[src/rtl/conv_window_mac_if.sv]
// Window/weight/pixel bus for conv_window_mac: window handshake, weight write port and
// the strobed result pixel.
interface conv_window_mac_if #(
  parameter int unsigned BITS        = 9,
  parameter int unsigned KERNEL_SIZE = 3
);
  localparam int unsigned NTAPS = KERNEL_SIZE * KERNEL_SIZE;
  localparam int unsigned AW    = (NTAPS > 1) ? $clog2(NTAPS) : 1;

  logic                  in_valid;
  logic [NTAPS*BITS-1:0] window_in;
  logic                  in_ready;
  logic                  weight_wr_en;
  logic [AW-1:0]         weight_addr;
  logic [BITS-1:0]       weight_data;
  logic [BITS-1:0]       pixel_out;
  logic                  out_valid;

  modport master (
    output in_valid, window_in, weight_wr_en, weight_addr, weight_data,
    input  in_ready, pixel_out, out_valid
  );

  modport slave (
    input  in_valid, window_in, weight_wr_en, weight_addr, weight_data,
    output in_ready, pixel_out, out_valid
  );
endinterface

[src/rtl/conv_window_mac.sv]
// Window convolution stage: captures a KERNEL_SIZE^2 window, runs one tap per clock through a
// single multiplier, then emits one shifted, saturated pixel.
module conv_window_mac #(
  parameter int unsigned BITS        = 9,
  parameter int unsigned KERNEL_SIZE = 3,
  parameter int unsigned SHIFT       = 0
) (
  input logic               clk,
  input logic               reset,
  conv_window_mac_if.slave  bus
);
  localparam int unsigned NTAPS = KERNEL_SIZE * KERNEL_SIZE;
  localparam int unsigned AW    = (NTAPS > 1) ? $clog2(NTAPS) : 1;
  localparam int unsigned PW    = 2 * BITS;
  localparam int unsigned ACCW  = PW + $clog2(NTAPS);
  localparam int          MaxInt = (1 << (BITS - 1)) - 1;
  localparam int          MinInt = -(1 << (BITS - 1));
  localparam logic signed [ACCW-1:0] MaxV = ACCW'(MaxInt);
  localparam logic signed [ACCW-1:0] MinV = ACCW'(MinInt);

  localparam logic [1:0] StIdle  = 2'd0;
  localparam logic [1:0] StAccum = 2'd1;
  localparam logic [1:0] StDone  = 2'd2;

  logic [1:0]             state_q, state_d;
  logic [AW-1:0]          idx_q, idx_d;
  logic signed [ACCW-1:0] acc_q, acc_d;
  logic signed [BITS-1:0] win_q [NTAPS];
  logic signed [BITS-1:0] win_d [NTAPS];
  logic signed [BITS-1:0] wt_q  [NTAPS];
  logic signed [BITS-1:0] wt_d  [NTAPS];
  logic signed [BITS-1:0] pix_q, pix_d;
  logic                   ov_q, ov_d;

  logic signed [PW-1:0]   pix_x, wt_x, prod;
  logic signed [ACCW-1:0] prod_x, sum, shifted;
  logic signed [BITS-1:0] sat;

  // Single shared multiplier; operands sign-extended so the product is exact.
  always_comb begin
    pix_x   = PW'(win_q[idx_q]);
    wt_x    = PW'(wt_q[idx_q]);
    prod    = pix_x * wt_x;
    prod_x  = ACCW'(prod);
    sum     = acc_q + prod_x;
    shifted = sum >>> SHIFT;
    if (shifted > MaxV) begin
      sat = MaxV[BITS-1:0];
    end else if (shifted < MinV) begin
      sat = MinV[BITS-1:0];
    end else begin
      sat = shifted[BITS-1:0];
    end
  end

  always_comb begin
    state_d = state_q;
    idx_d   = idx_q;
    acc_d   = acc_q;
    win_d   = win_q;
    wt_d    = wt_q;
    pix_d   = pix_q;
    ov_d    = 1'b0;

    if (state_q == StIdle && bus.weight_wr_en && 32'(bus.weight_addr) < NTAPS) begin
      wt_d[bus.weight_addr] = bus.weight_data;
    end

    case (state_q)
      StIdle: begin
        if (bus.in_valid) begin
          for (int j = 0; j < NTAPS; j++) begin
            win_d[j] = bus.window_in[BITS*j +: BITS];
          end
          acc_d   = '0;
          idx_d   = '0;
          state_d = StAccum;
        end
      end
      StAccum: begin
        acc_d = sum;
        idx_d = idx_q + AW'(1);
        if (idx_q == AW'(NTAPS - 1)) begin
          pix_d   = sat;
          ov_d    = 1'b1;
          idx_d   = '0;
          state_d = StDone;
        end
      end
      StDone:  state_d = StIdle;
      default: state_d = StIdle;
    endcase
  end

  always_ff @(posedge clk or posedge reset) begin
    if (reset) begin
      state_q <= StIdle;
      idx_q   <= '0;
      acc_q   <= '0;
      win_q   <= '{default: '0};
      wt_q    <= '{default: '0};
      pix_q   <= '0;
      ov_q    <= 1'b0;
    end else begin
      state_q <= state_d;
      idx_q   <= idx_d;
      acc_q   <= acc_d;
      win_q   <= win_d;
      wt_q    <= wt_d;
      pix_q   <= pix_d;
      ov_q    <= ov_d;
    end
  end

  assign bus.in_ready  = (state_q == StIdle);
  assign bus.pixel_out = pix_q;
  assign bus.out_valid = ov_q;
endmodule

[src/flat_wrapper.sv]
// flat-port wrapper written by rule: the top's interface ports become plain ports
module conv_window_mac_flat 
#(
  parameter int unsigned BITS        = 9,
  parameter int unsigned KERNEL_SIZE = 3,
  parameter int unsigned SHIFT       = 0
)
  (clk, reset, bus_in_valid, bus_window_in, bus_weight_wr_en, bus_weight_addr, bus_weight_data, bus_in_ready, bus_pixel_out, bus_out_valid);
  conv_window_mac_if #(.BITS(BITS), .KERNEL_SIZE(KERNEL_SIZE)) bus_i ();
  input logic clk;
  input logic reset;
  input wire logic [$bits(bus_i.in_valid)-1:0] bus_in_valid;
  input wire logic [$bits(bus_i.window_in)-1:0] bus_window_in;
  input wire logic [$bits(bus_i.weight_wr_en)-1:0] bus_weight_wr_en;
  input wire logic [$bits(bus_i.weight_addr)-1:0] bus_weight_addr;
  input wire logic [$bits(bus_i.weight_data)-1:0] bus_weight_data;
  output wire logic [$bits(bus_i.in_ready)-1:0] bus_in_ready;
  output wire logic [$bits(bus_i.pixel_out)-1:0] bus_pixel_out;
  output wire logic [$bits(bus_i.out_valid)-1:0] bus_out_valid;
  assign bus_i.in_valid = bus_in_valid;
  assign bus_i.window_in = bus_window_in;
  assign bus_i.weight_wr_en = bus_weight_wr_en;
  assign bus_i.weight_addr = bus_weight_addr;
  assign bus_i.weight_data = bus_weight_data;
  assign bus_in_ready = bus_i.in_ready;
  assign bus_pixel_out = bus_i.pixel_out;
  assign bus_out_valid = bus_i.out_valid;
  conv_window_mac #(.BITS(BITS), .KERNEL_SIZE(KERNEL_SIZE), .SHIFT(SHIFT)) u_core (.clk(clk), .reset(reset), .bus(bus_i));
endmodule
[config.mk]
export PLATFORM = sky130hd
export DESIGN_NAME = conv_window_mac_flat
export DESIGN_NICKNAME = d
export VERILOG_FILES = /design/src/rtl/conv_window_mac_if.sv /design/src/rtl/conv_window_mac.sv /design/src/flat_wrapper.sv
export SDC_FILE = /design/constraint.sdc
export NUM_CORES = 1
export LEC_CHECK = 0
export CAP_MARGIN = 20
export CORE_MARGIN = 8
export CORE_UTILIZATION = 59
export CTS_BUF_LIST = sky130_fd_sc_hd__clkbuf_8 sky130_fd_sc_hd__clkbuf_16
export DETAILED_ROUTE_END_ITERATION = 8
export PLACE_DENSITY_LB_ADDON = 0.1
export SLEW_MARGIN = 20
export SYNTH_ARGS = -nofsm -noshare
export SYNTH_HDL_FRONTEND = slang
export SYNTH_SLANG_ARGS = --single-unit
[constraint.sdc]
create_clock -name clk -period 10.1 [get_ports clk]
set_input_delay 1.01 -clock clk [delete_from_list [all_inputs] [get_ports clk]]
set_output_delay 1.01 -clock clk [all_outputs]
set_load 0.05 [all_outputs]
-- After elaboration in Yosys (flattened, before gate mapping)
Cells that the tools add are included.
- reduce and logical (&&, ||, !) cells: 9
- order comparisons: 6
- bitwise logic cells: 2
- equality and inequality tests: 4
- $mul: 1
- muxes and demuxes: 21
- add/subtract/negate cells: 2
- operator list (operator ; number):
    $bwmux W81 ; 1
    $bmux W9 S4 ; 2
    $mux W9 ; 7
    $pmux W22 S2 ; 1
    $demux W9 S4 ; 1
    $add A22 B18 Y22 ; 1
    $gt A22 B9 Y1 const B ; 1
    $lt A22 B9 Y1 const B ; 1
    $mux W22 ; 1
    $mul A9 B9 Y18 ; 1
    $ge A5 B5 Y1 const B ; 2
    $not A4 Y5 ; 2
    $mux W4 ; 2
    $pmux W4 S2 ; 1
    $reduce_and A2 Y1 ; 4
    $lt A5 B1 Y1 const B ; 1
    $add A4 B1 Y4 const B ; 1
    $eq A4 B4 Y1 const B ; 1
    $lt A4 B4 Y1 const B ; 1
    $mux W2 ; 2
    $pmux W2 S2 ; 1
    $logic_and A1 B1 Y1 ; 3
    $eq A2 B1 Y1 const B ; 1
    $logic_not A2 Y1 ; 1
    4 further kinds ; 5
- word-level logic and storage cells: 68
- register bits after elaboration: 200
- output and inout bits: 11
- input port bits: 98

-- Depth between registers and ports, before layout
Gate-level depths: netlist of run 1.
- depth after elaboration: 9
- gate-level depth with buffers: 28
- depth with buffers taken out: 26

-- Least setup slack after synthesis of run 1
Ideal clock, no wire load.
- kind: register to register
- start: register u_core.idx_q[0]
- end: register u_core.pix_q[0] (netlist: u_core.bus.pixel_out[0])
- path buffers: 2
- stages on the path, launching flop included: 29
- arrival time: 7.500 ns
- required time: 10.034 ns
- path slack: 2.534 ns
- setup time: 0.066 ns
- clock period less this slack: 7.566 ns
- cell sequence: dfrtp_1 clkbuf_1 buf_2 mux4_2 mux2i_1 nor2_1 a21oi_1 inv_1 nand2_1 inv_1 fa_1 inv_1 fa_1 inv_1 fa_1 inv_1 fa_1 fa_1 inv_1 ha_1 and3_1 a21oi_1 o21ai_1 o31ai_4 o41ai_2 nor4_2 a41oi_2 nor2b_1 o22a_1
- longest elaborated chain between the ends: 9
- elaborated cells on any way between the ends: 15
- classes of those cells: add/sub (1); mul (1); order compare (2); eq/ne (1); mux (8); bitwise (1); reduce/logical (1)
- RTL lines (element ; line ; text):
    start, declared ; conv_window_mac.sv:26 ; logic [AW-1:0] idx_q, idx_d;
    start signal, assigned ; conv_window_mac.sv:106 ; idx_q <= idx_d;
    $not A4 Y5 (not written as such) ; conv_window_mac.sv:41, conv_window_mac.sv:42 ;
    $bmux W9 S4, on equally long branches ; conv_window_mac.sv:41, conv_window_mac.sv:42 ;
    $mux W9, on equally long branches (2 in series) ; conv_window_mac.sv:41, conv_window_mac.sv:42 ;
    $mul A9 B9 Y18 ; conv_window_mac.sv:43 ; prod = pix_x * wt_x;
    $add A22 B18 Y22 ; conv_window_mac.sv:45 ; sum = acc_q + prod_x;
    $lt A22 B9 Y1 ; conv_window_mac.sv:49 ; end else if (shifted < MinV) begin
    $mux W9 ; conv_window_mac.sv:49 ;
    $mux W9 ; conv_window_mac.sv:47 ; if (shifted > MaxV) begin
    end signal, assigned ; conv_window_mac.sv:110 ; pix_q <= pix_d;
    end, declared ; conv_window_mac.sv:32 ; logic signed [BITS-1:0] pix_q, pix_d;
Several ways; a longest one is shown, not always the timed one. The select of a mux whose other input is x is not followed.
A chain may end at the register's enable or synchronous reset.

-- Worst setup path after layout of run 1
- start: register u_core.idx_q[0]
- end: register u_core.pix_q[4] (netlist: u_core.bus.pixel_out[4])
Same word-level chain as after synthesis.

==> flow_metrics.tcl, run 1 <==
set metrics [dict create \
    status "completed" \
    tns_ps 0 \
    relSlewSlack_pct 30.4 \
    postSynthAreaPerCell_um2 11.8 \
    grt_overflow 0 \
    syn_inst 1120 \
    max_freq_mhz 117 \
    wire_per_inst_um 20.0 \
    cts_made_buffers 17 \
    syn-num-nets 1371 \
    max_slew.worst_pin.slew_ps 1040 \
    synthArstFlopShare_pct 100 \
    ys_warn_count 0 \
    postCtsResizedCells 0 \
    cts_tree "built" \
    cts_num_sinks 200 \
    die_area_um2 27300 \
    fin_skew_ps 15.3 \
    cp_max_fo 13 \
    min_period_ps 8570 \
    cts_max_level 4 \
    final-setup-viol-count 0 \
    critPathCaptureType "flop" \
    min_path_cells 1 \
    num_antenna_cells 0 \
    path_class "flop to flop" \
    met2_usage_pct 37.9 \
    grt_max_degree 124 \
    grtUsageMet3_pct 3.57 \
    yosysTopAreaCell "dfrtp_1" \
    rsz0062_at_grt "no" \
    cp_common_cell "inv_1" \
    io_pins 109 \
    netlist_area_um2 13200 \
    synth_top_area_share_pct 38.0 \
    dr.pass1.iters 6 \
    synth_cell_types 56 \
    worstSkewPairLatency_ps 440 \
    antenna_found_initial 0 \
    track_usage_pct 23.1 \
    yosysSeqAreaShare_pct 38.0 \
    maxCapViolCount 0 \
    grt_busiest_layer "met2" \
    fin_ws_ps 1530 \
    hold_viol_final 0 \
    num_rows 54 \
    drv_slew 0 \
    synth_area_leaders "dfrtp_1 (38%), fa_1 (14%), mux2_2 (14%), mux4_2 (6.2%), ha_1 (5.6%)" \
    root_buffer "clkbuf_16" \
    dp_cells 1481 \
    cp-start-kind "flop" \
    critPathMaxStageDelay_ps 760 \
    synth_common_cells "dfrtp_1 (200), mux2_2 (162), inv_1 (157)" \
    critPathRequiredTime_ps 10430 \
    vias 8734 \
    post-synth-top-count-cell "dfrtp_1" \
    grt_util_met1_pct 31.3 \
    first_iter_violations 518 \
    area_delta_synth_final_pct 15.7 \
    dominantRegCellSynth "dfrtp_1" \
    post-place-ws_ps 1510 \
    first_global_vias 9403 \
    grt_pass1_wl_mm 49.0 \
    final_cell_count_no_fill 1514 \
    core_area_um2 21900 \
    initial_core_util_pct 60.1 \
    post_cts_buffers 0 \
    fp.dieW_um 165 \
    drc 0 \
    die_h_um 165 \
    fin_hold_ws_ps 486 \
    cts.path.max_buffers 2 \
    crit_slowest_cell "a21oi_1" \
    portBuffers 108 \
    wl_mm 30.3 \
    period_share_pct 84.9 \
    via_per_inst 5.77 \
    drive_gt1_share_pct 21.0 \
    layout.nets 1472 \
    reg2reg_depth 26 \
    hold_path_class "flop to flop" \
    place.gp.congestion 0.890 \
    synth-edff-count 0 \
    hold_buffers 0 \
    reg2reg_setup_slack_ps 1530 \
    antenna_left 0 \
    synth-seq-cells 200 \
    arrival_ps 8900 \
    path_clk_slew_ps 80 \
    hpwl_mm 22.2 \
]
[per-stage QoR]
step                utilization (%)  cell area, µm²
detailed placement             66.4           14500
CTS                            69.4           15200
global placement               66.4           14500
floorplan                         -           13200
finish                         69.6           15200
global route                   69.6           15200
[per-layer routing]
layer,vias up,share of wire (%)
met5,-,0
met4,0,2.1
met1,4471,45
met2,224,49
met3,55,3.8
li1,3984,-
[cells by family after synthesis]
logic type      synth area share (%)
flops                           38.0
xor+xnor                        1.26
fa+ha+maj                       19.9
simple gates                    8.12
mux                             21.5
buf+inv                         5.62
compound gates                  5.52
[cells in the final DEF, fill, tap and decap left out, drive strengths merged, types with 20 or more instances in the layout]
cell / instances
o21ai: 36
clkdlybuf4s50: 108
mux2: 162
mux2i: 20
a21oi: 21
inv: 169
ha: 59
mux4: 36
nand2: 71
nor2: 72
nand3: 31
fa: 94
dfrtp: 200
[layout make-up]
| cell class | count | area (µm²) |
|---|---|---|
| Multi-Input combinational cell | 724 | 7430 |
| Inverter | 158 | 601 |
| Timing Repair Buffer | 120 | 1190 |
| Fill cell | 1617 | 6660 |
| Clock inverter | 15 | 226 |
| Tap cell | 280 | 350 |
| Sequential cell | 200 | 5010 |
| Clock buffer | 17 | 425 |
[state kept, by name, summed over array words and instances (netlist names)]
| name | cells |
|---|---|
| u_core.acc_q | 22 |
| u_core.bus.out_valid | 1 |
| u_core.bus.pixel_out | 9 |
| u_core.idx_q | 4 |
| u_core.state_q | 2 |
| u_core.win_q | 81 |
| u_core.wt_q | 81 |
[worst paths after layout]
check | from | endpoint
worst min register to register | u_core.bus.pixel_out[8]$_DFFE_PP0P_ | u_core.bus.pixel_out[8]$_DFFE_PP0P_
max in group asynchronous | reset | u_core.idx_q[0]$_DFFE_PP0P_
worst min-delay path | u_core.bus.pixel_out[8]$_DFFE_PP0P_ | u_core.bus.pixel_out[8]$_DFFE_PP0P_
worst max-delay path | u_core.idx_q[0]$_DFFE_PP0P_ | u_core.bus.pixel_out[4]$_DFFE_PP0P_
min in group asynchronous | reset | u_core.wt_q[70]$_DFFE_PP0P_
worst max register to register | u_core.idx_q[0]$_DFFE_PP0P_ | u_core.bus.pixel_out[4]$_DFFE_PP0P_
[critical path, delay by kind of cell, from the launching register on]
kind / cells / cell delay [ps]
adders and majority gates: 6 / 3390
AOI/OAI and AO/OA: 5 / 1680
and+or+nand+nor: 6 / 1250
muxes: 2 / 720
DFF: 1 / 660
buffers and inverters: 6 / 570
xor gates and xnor gates: 1 / 170
Power of run 1 is left out: the tool's default activity adds up to more than one toggle a clock period on the data nets, which glitch-free logic cannot reach.
==> inputs of run 2 (changes only) <==
CORE_UTILIZATION = 54   (was 59)
clock period = 7.4 ns   (was 10.1 ns; I/O delays follow)
==> flow_metrics.tcl, run 2 (synthesis results as in run 1) <==
set metrics [dict create \
    wl_mm 31.5 \
    place.gp.congestion 0.948 \
    dp_cells 1570 \
    hpwl_mm 23.2 \
    cts_max_level 4 \
    max_slew.worst_pin.slew_ps 1050 \
    design_area_um2 16000 \
    crit_buf_inv 7 \
    critPathRequiredTime_ps 7800 \
    antenna_found_initial 0 \
    track_usage_pct 21.8 \
    fill_cells 1932 \
    timing.rr.start "u_core.idx_q[0]$_DFFE_PP0P_" \
    grt_pass1_wl_mm 50.0 \
    cts_num_sinks 200 \
    path_clk_slew_ps 90 \
    io_pins 109 \
    first_iter_violations 448 \
    final_cell_count_no_fill 1623 \
    min_period_ps 7100 \
    crit_family "adder cells" \
    crit_slowest_cell "fa_1" \
    antenna_left 0 \
    cp_common_cell "fa_1" \
    drv_slew 0 \
    cp_max_fo 8 \
    final-setup-viol-count 0 \
    fin_skew_ps 16.9 \
    most-common-layout-cells "dfrtp_1 (198), mux2_2 (162), inv_1 (155), clkdlybuf4s50_1 (108), fa_1 (92)" \
    grt_max_degree 137 \
    crit_start "u_core.idx_q[0]$_DFFE_PP0P_" \
    max_freq_mhz 141 \
    die_h_um 172 \
    relSlewSlack_pct 29.7 \
    grt_overflow 0 \
    final_common_cell "dfrtp_1" \
    core_area_um2 24100 \
    via_per_inst 5.51 \
    cts_tree "built" \
    cp-start-kind "flop" \
    dr.pass1.iters 5 \
    hold_viol_final 0 \
    wl_met2_mm 16.0 \
    wire_per_inst_um 19.4 \
    fp.dieW_um 172 \
    worstSkewPairLatency_ps 450 \
    hold_buffers 0 \
    wl_met1_mm 13.3 \
    critPathCaptureType "flop" \
    maxCapViolCount 0 \
    path_class "flop to flop" \
    drive_gt1_share_pct 26.9 \
    layout.nets 1537 \
    wl_met3_mm 1.08 \
    fin_hold_ws_ps 504 \
    placed_area_um2 15000 \
    top_layer_used "met4" \
    root_buffer "clkbuf_16" \
    drc 0 \
    period_share_pct 96.0 \
    die_area_um2 29600 \
    hold_path_class "flop to flop" \
    hp-start "u_core.win_q[20]$_DFFE_PP0P_" \
    num_rows 57 \
    biggestRegsByFlops "u_core.win_q x81, u_core.wt_q x81, u_core.acc_q x22" \
    critPathMaxStageDelay_ps 550 \
    cts.path.max_buffers 2 \
    initial_core_util_pct 54.6 \
    cts_made_buffers 17 \
    vias 8943 \
    area_delta_synth_final_pct 21.4 \
    portBuffers 108 \
    fin_util_pct 66.3 \
    status "completed" \
    arrival_ps 7500 \
    num_antenna_cells 0 \
    first_global_vias 9388 \
]
==> run 2: cell types whose count changed in the layout (fill, tap and decap cells not counted), sizes merged <==
cell,delta
buf,+64
clkinv,+3
inv,-3
clkbuf,+1
==> run 2: repair_timing <==
item	4_1_cts	5_1_grt
pin swaps	0	10
cloned	0	3
endpoints found under the setup margin	8	9
gates resized for setup	2	38
setup buffers	0	18
hold endpoints to repair	0	0
==> run 2: layer usage <==
| layer | global-route usage, % | up-vias |
|---|---|---|
| met5 | 0 | - |
| met4 | 8.02 | 0 |
| met3 | 3.90 | 69 |
| met2 | 37.2 | 200 |
| met1 | 27.5 | 4562 |
| li1 | - | 4112 |
==> run 2: through the flow <==
stage,setup TNS [ps],setup slack [ps]
3_5_place_dp,-76.4,-17.3
2_1_floorplan,0,20.6
6_report,0,298
4_1_cts,0,0.934
3_3_place_gp,0,64.8
5_1_grt,-153,-36.3
==> run 2: area by class of cell <==
class	count	area (µm²)	area share (%)
flip-flops and latches	200	5010	31.4
repair buffers	185	1740	10.9
clock buffers	17	425	2.66
multi-input cells	724	7570	47.4
inverters	158	601	3.76
clock inverters	15	220	1.38
well taps	324	405	2.54
==> run 2: worst register-to-register path, cell delays in order (launching register included) <==
cell	delay, ps
dfrtp_2	440
buf_4	170
buf_4	150
mux4_2	490
mux2i_1	170
nor2_1	70
a21oi_2	180
buf_4	190
or2_2	130
fa_1	440
fa_1	550
inv_1	60
fa_1	500
fa_1	540
inv_1	50
fa_1	530
inv_1	40
ha_2	370
o21ai_2	90
and2_4	190
or3_1	320
a211oi_1	250
nand4_1	170
nor4_2	320
a41oi_2	180
buf_4	210
nor2b_1	140
o22a_1	130
==> run 2: final timing paths <==
kind / slack (ps) / to / depth (start not counted)
worst min-delay path: 500 / u_core.win_q[20]$_DFFE_PP0P_ / 1
worst max register to register: 300 / u_core.bus.pixel_out[2]$_DFFE_PP0P_ / 27
min in group asynchronous: 830 / u_core.acc_q[16]$_DFFE_PP0P_ / 2
worst max-delay path: 300 / u_core.bus.pixel_out[2]$_DFFE_PP0P_ / 27
max in group asynchronous: 4960 / u_core.idx_q[1]$_DFFE_PP0P_ / 3
worst min register to register: 500 / u_core.win_q[20]$_DFFE_PP0P_ / 1
Power of run 2 is left out for the same reason.
==> inputs of run 3 (changes only) <==
GPL_ROUTABILITY_DRIVEN = 0   (was default)
==> flow_metrics.tcl, run 3 (synthesis results as in run 1) <==
set metrics [dict create \
    cp_max_fo 18 \
    max_slew.worst_pin.slew_ps 1070 \
    tns_ps 0 \
    first_global_vias 9641 \
    holdPathEnd "u_core.bus.pixel_out[8]$_DFFE_PP0P_" \
    wire_per_inst_um 19.1 \
    crit_start "u_core.idx_q[0]$_DFFE_PP0P_" \
    hold_viol_final 0 \
    cts_max_level 4 \
    reg2reg_depth 27 \
    min_path_cells 1 \
    core_area_um2 24100 \
    root_buffer "clkbuf_16" \
    wl_mm 31.0 \
    worst_r2r_endpoint "u_core.bus.pixel_out[2]$_DFFE_PP0P_" \
    layout.nets 1536 \
    cts_tree "built" \
    critPathRequiredTime_ps 7780 \
    status "completed" \
    portBuffers 108 \
    num_antenna_cells 0 \
    path_clk_slew_ps 90 \
    arrival_ps 7550 \
    cts_made_buffers 17 \
    relSlewSlack_pct 28.9 \
    critPathCaptureType "flop" \
    track_usage_pct 21.6 \
    grt_max_degree 130 \
    cts.path.max_buffers 2 \
    hp-start "u_core.bus.pixel_out[8]$_DFFE_PP0P_" \
    max_freq_mhz 140 \
    most-common-layout-cells "dfrtp_1 (198), mux2_2 (162), inv_1 (155), clkdlybuf4s50_1 (108), fa_1 (92)" \
    fill_cells 1867 \
    worstSkewPairLatency_ps 450 \
    final-setup-viol-count 0 \
    via_per_inst 5.47 \
    vias 8877 \
    first_iter_violations 525 \
    min_period_ps 7170 \
    initial_core_util_pct 54.6 \
    biggestRegsByFlops "u_core.win_q x81, u_core.wt_q x81, u_core.acc_q x22" \
    drv_slew 0 \
    die_area_um2 29600 \
    fin_skew_ps 20.5 \
    antenna_found_initial 0 \
    final_common_cell "dfrtp_1" \
    grt_pass1_wl_mm 49.7 \
    grt_overflow 0 \
    hpwl_mm 22.7 \
    period_share_pct 96.9 \
    area_delta_synth_final_pct 21.8 \
    drc 0 \
    num_rows 57 \
    cts_num_sinks 200 \
    drive_gt1_share_pct 27.1 \
    antenna_left 0 \
    reg2reg_setup_slack_ps 230 \
    cp-start-kind "flop" \
    dr.pass1.iters 5 \
    maxCapViolCount 0 \
    io_pins 109 \
    path_class "flop to flop" \
    die_h_um 172 \
    timing.rr.start "u_core.idx_q[0]$_DFFE_PP0P_" \
    fp.dieW_um 172 \
    hold_path_class "flop to flop" \
    fin_util_pct 66.5 \
]
run 3: area by class of cell:
type | count | area (µm²) | share of cell area [%]
flip-flops and latches | 200 | 5010 | 31.2
well taps | 324 | 405 | 2.53
clock inverters | 15 | 233 | 1.45
repair buffers | 184 | 1770 | 11.0
inverters | 158 | 601 | 3.75
multi-input cells | 724 | 7590 | 47.4
clock buffers | 17 | 425 | 2.65
run 3: through the flow:
stage                     instance area, µm²  setup slack, ps  std cells  hold WS (ps)
final                                  16000              233       1622           500
after global routing                   16000             -102       1622           516
after global placement                 14900              142       1564           475
after floorplan                        13200             20.6       1120           469
after detailed placement               14900             7.32       1564           478
after CTS                              15600             69.9       1600           497
run 3: worst max path at each step:
stage | endpoint | slack [ps] | cells after the start
6_report | u_core.bus.pixel_out[2]$_DFFE_PP0P_ | 230 | 27
5_1_grt | u_core.bus.pixel_out[2]$_DFFE_PP0P_ | -100 | 30
4_1_cts | u_core.bus.pixel_out[5]$_DFFE_PP0P_ | 70 | 26
3_5_place_dp | u_core.bus.pixel_out[4]$_DFFE_PP0P_ | 7 | 26
3_3_place_gp | u_core.bus.pixel_out[0]$_DFFE_PP0P_ | 140 | 24
2_1_floorplan | u_core.bus.pixel_out[0]$_DFFE_PP0P_ | 20 | 25
run 3: worst max-delay path, cell delays in order (launching register included):
cell and delay [ps]:
dfrtp_2 450, buf_4 160, clkbuf_16 170, nor4b_4 320, buf_12 210, nand2_1 60
o21ai_1 100, inv_1 150, nor2_2 200, fa_2 480, buf_4 180, fa_1 550
fa_1 440, fa_1 560, inv_1 60, fa_1 520, inv_1 40, ha_1 380
a21oi_2 200, o21a_1 240, o22ai_2 160, o31ai_4 350, o41ai_4 170, nor4_2 330
a41oi_2 160, buf_4 200, nor2b_1 130, o22a_1 130
run 3: per-layer routing:
metal	up-vias	GRT usage, %	part of all wire, %
met5	-	0	0
met1	4566	27.3	43
li1	4108	-	-
met4	0	6.15	1.8
met3	35	3.17	3.3
met2	168	38.1	52
run 3: repair_timing:
item | 4_1_cts | 5_1_grt
resized for setup | 1 | 38
pin swaps | 0 | 13
gates cloned | 0 | 2
setup endpoints to repair | 8 | 8
buffers inserted | 4 | 20
hold buffers | 0 | 0
Power of run 3 is left out for the same reason.
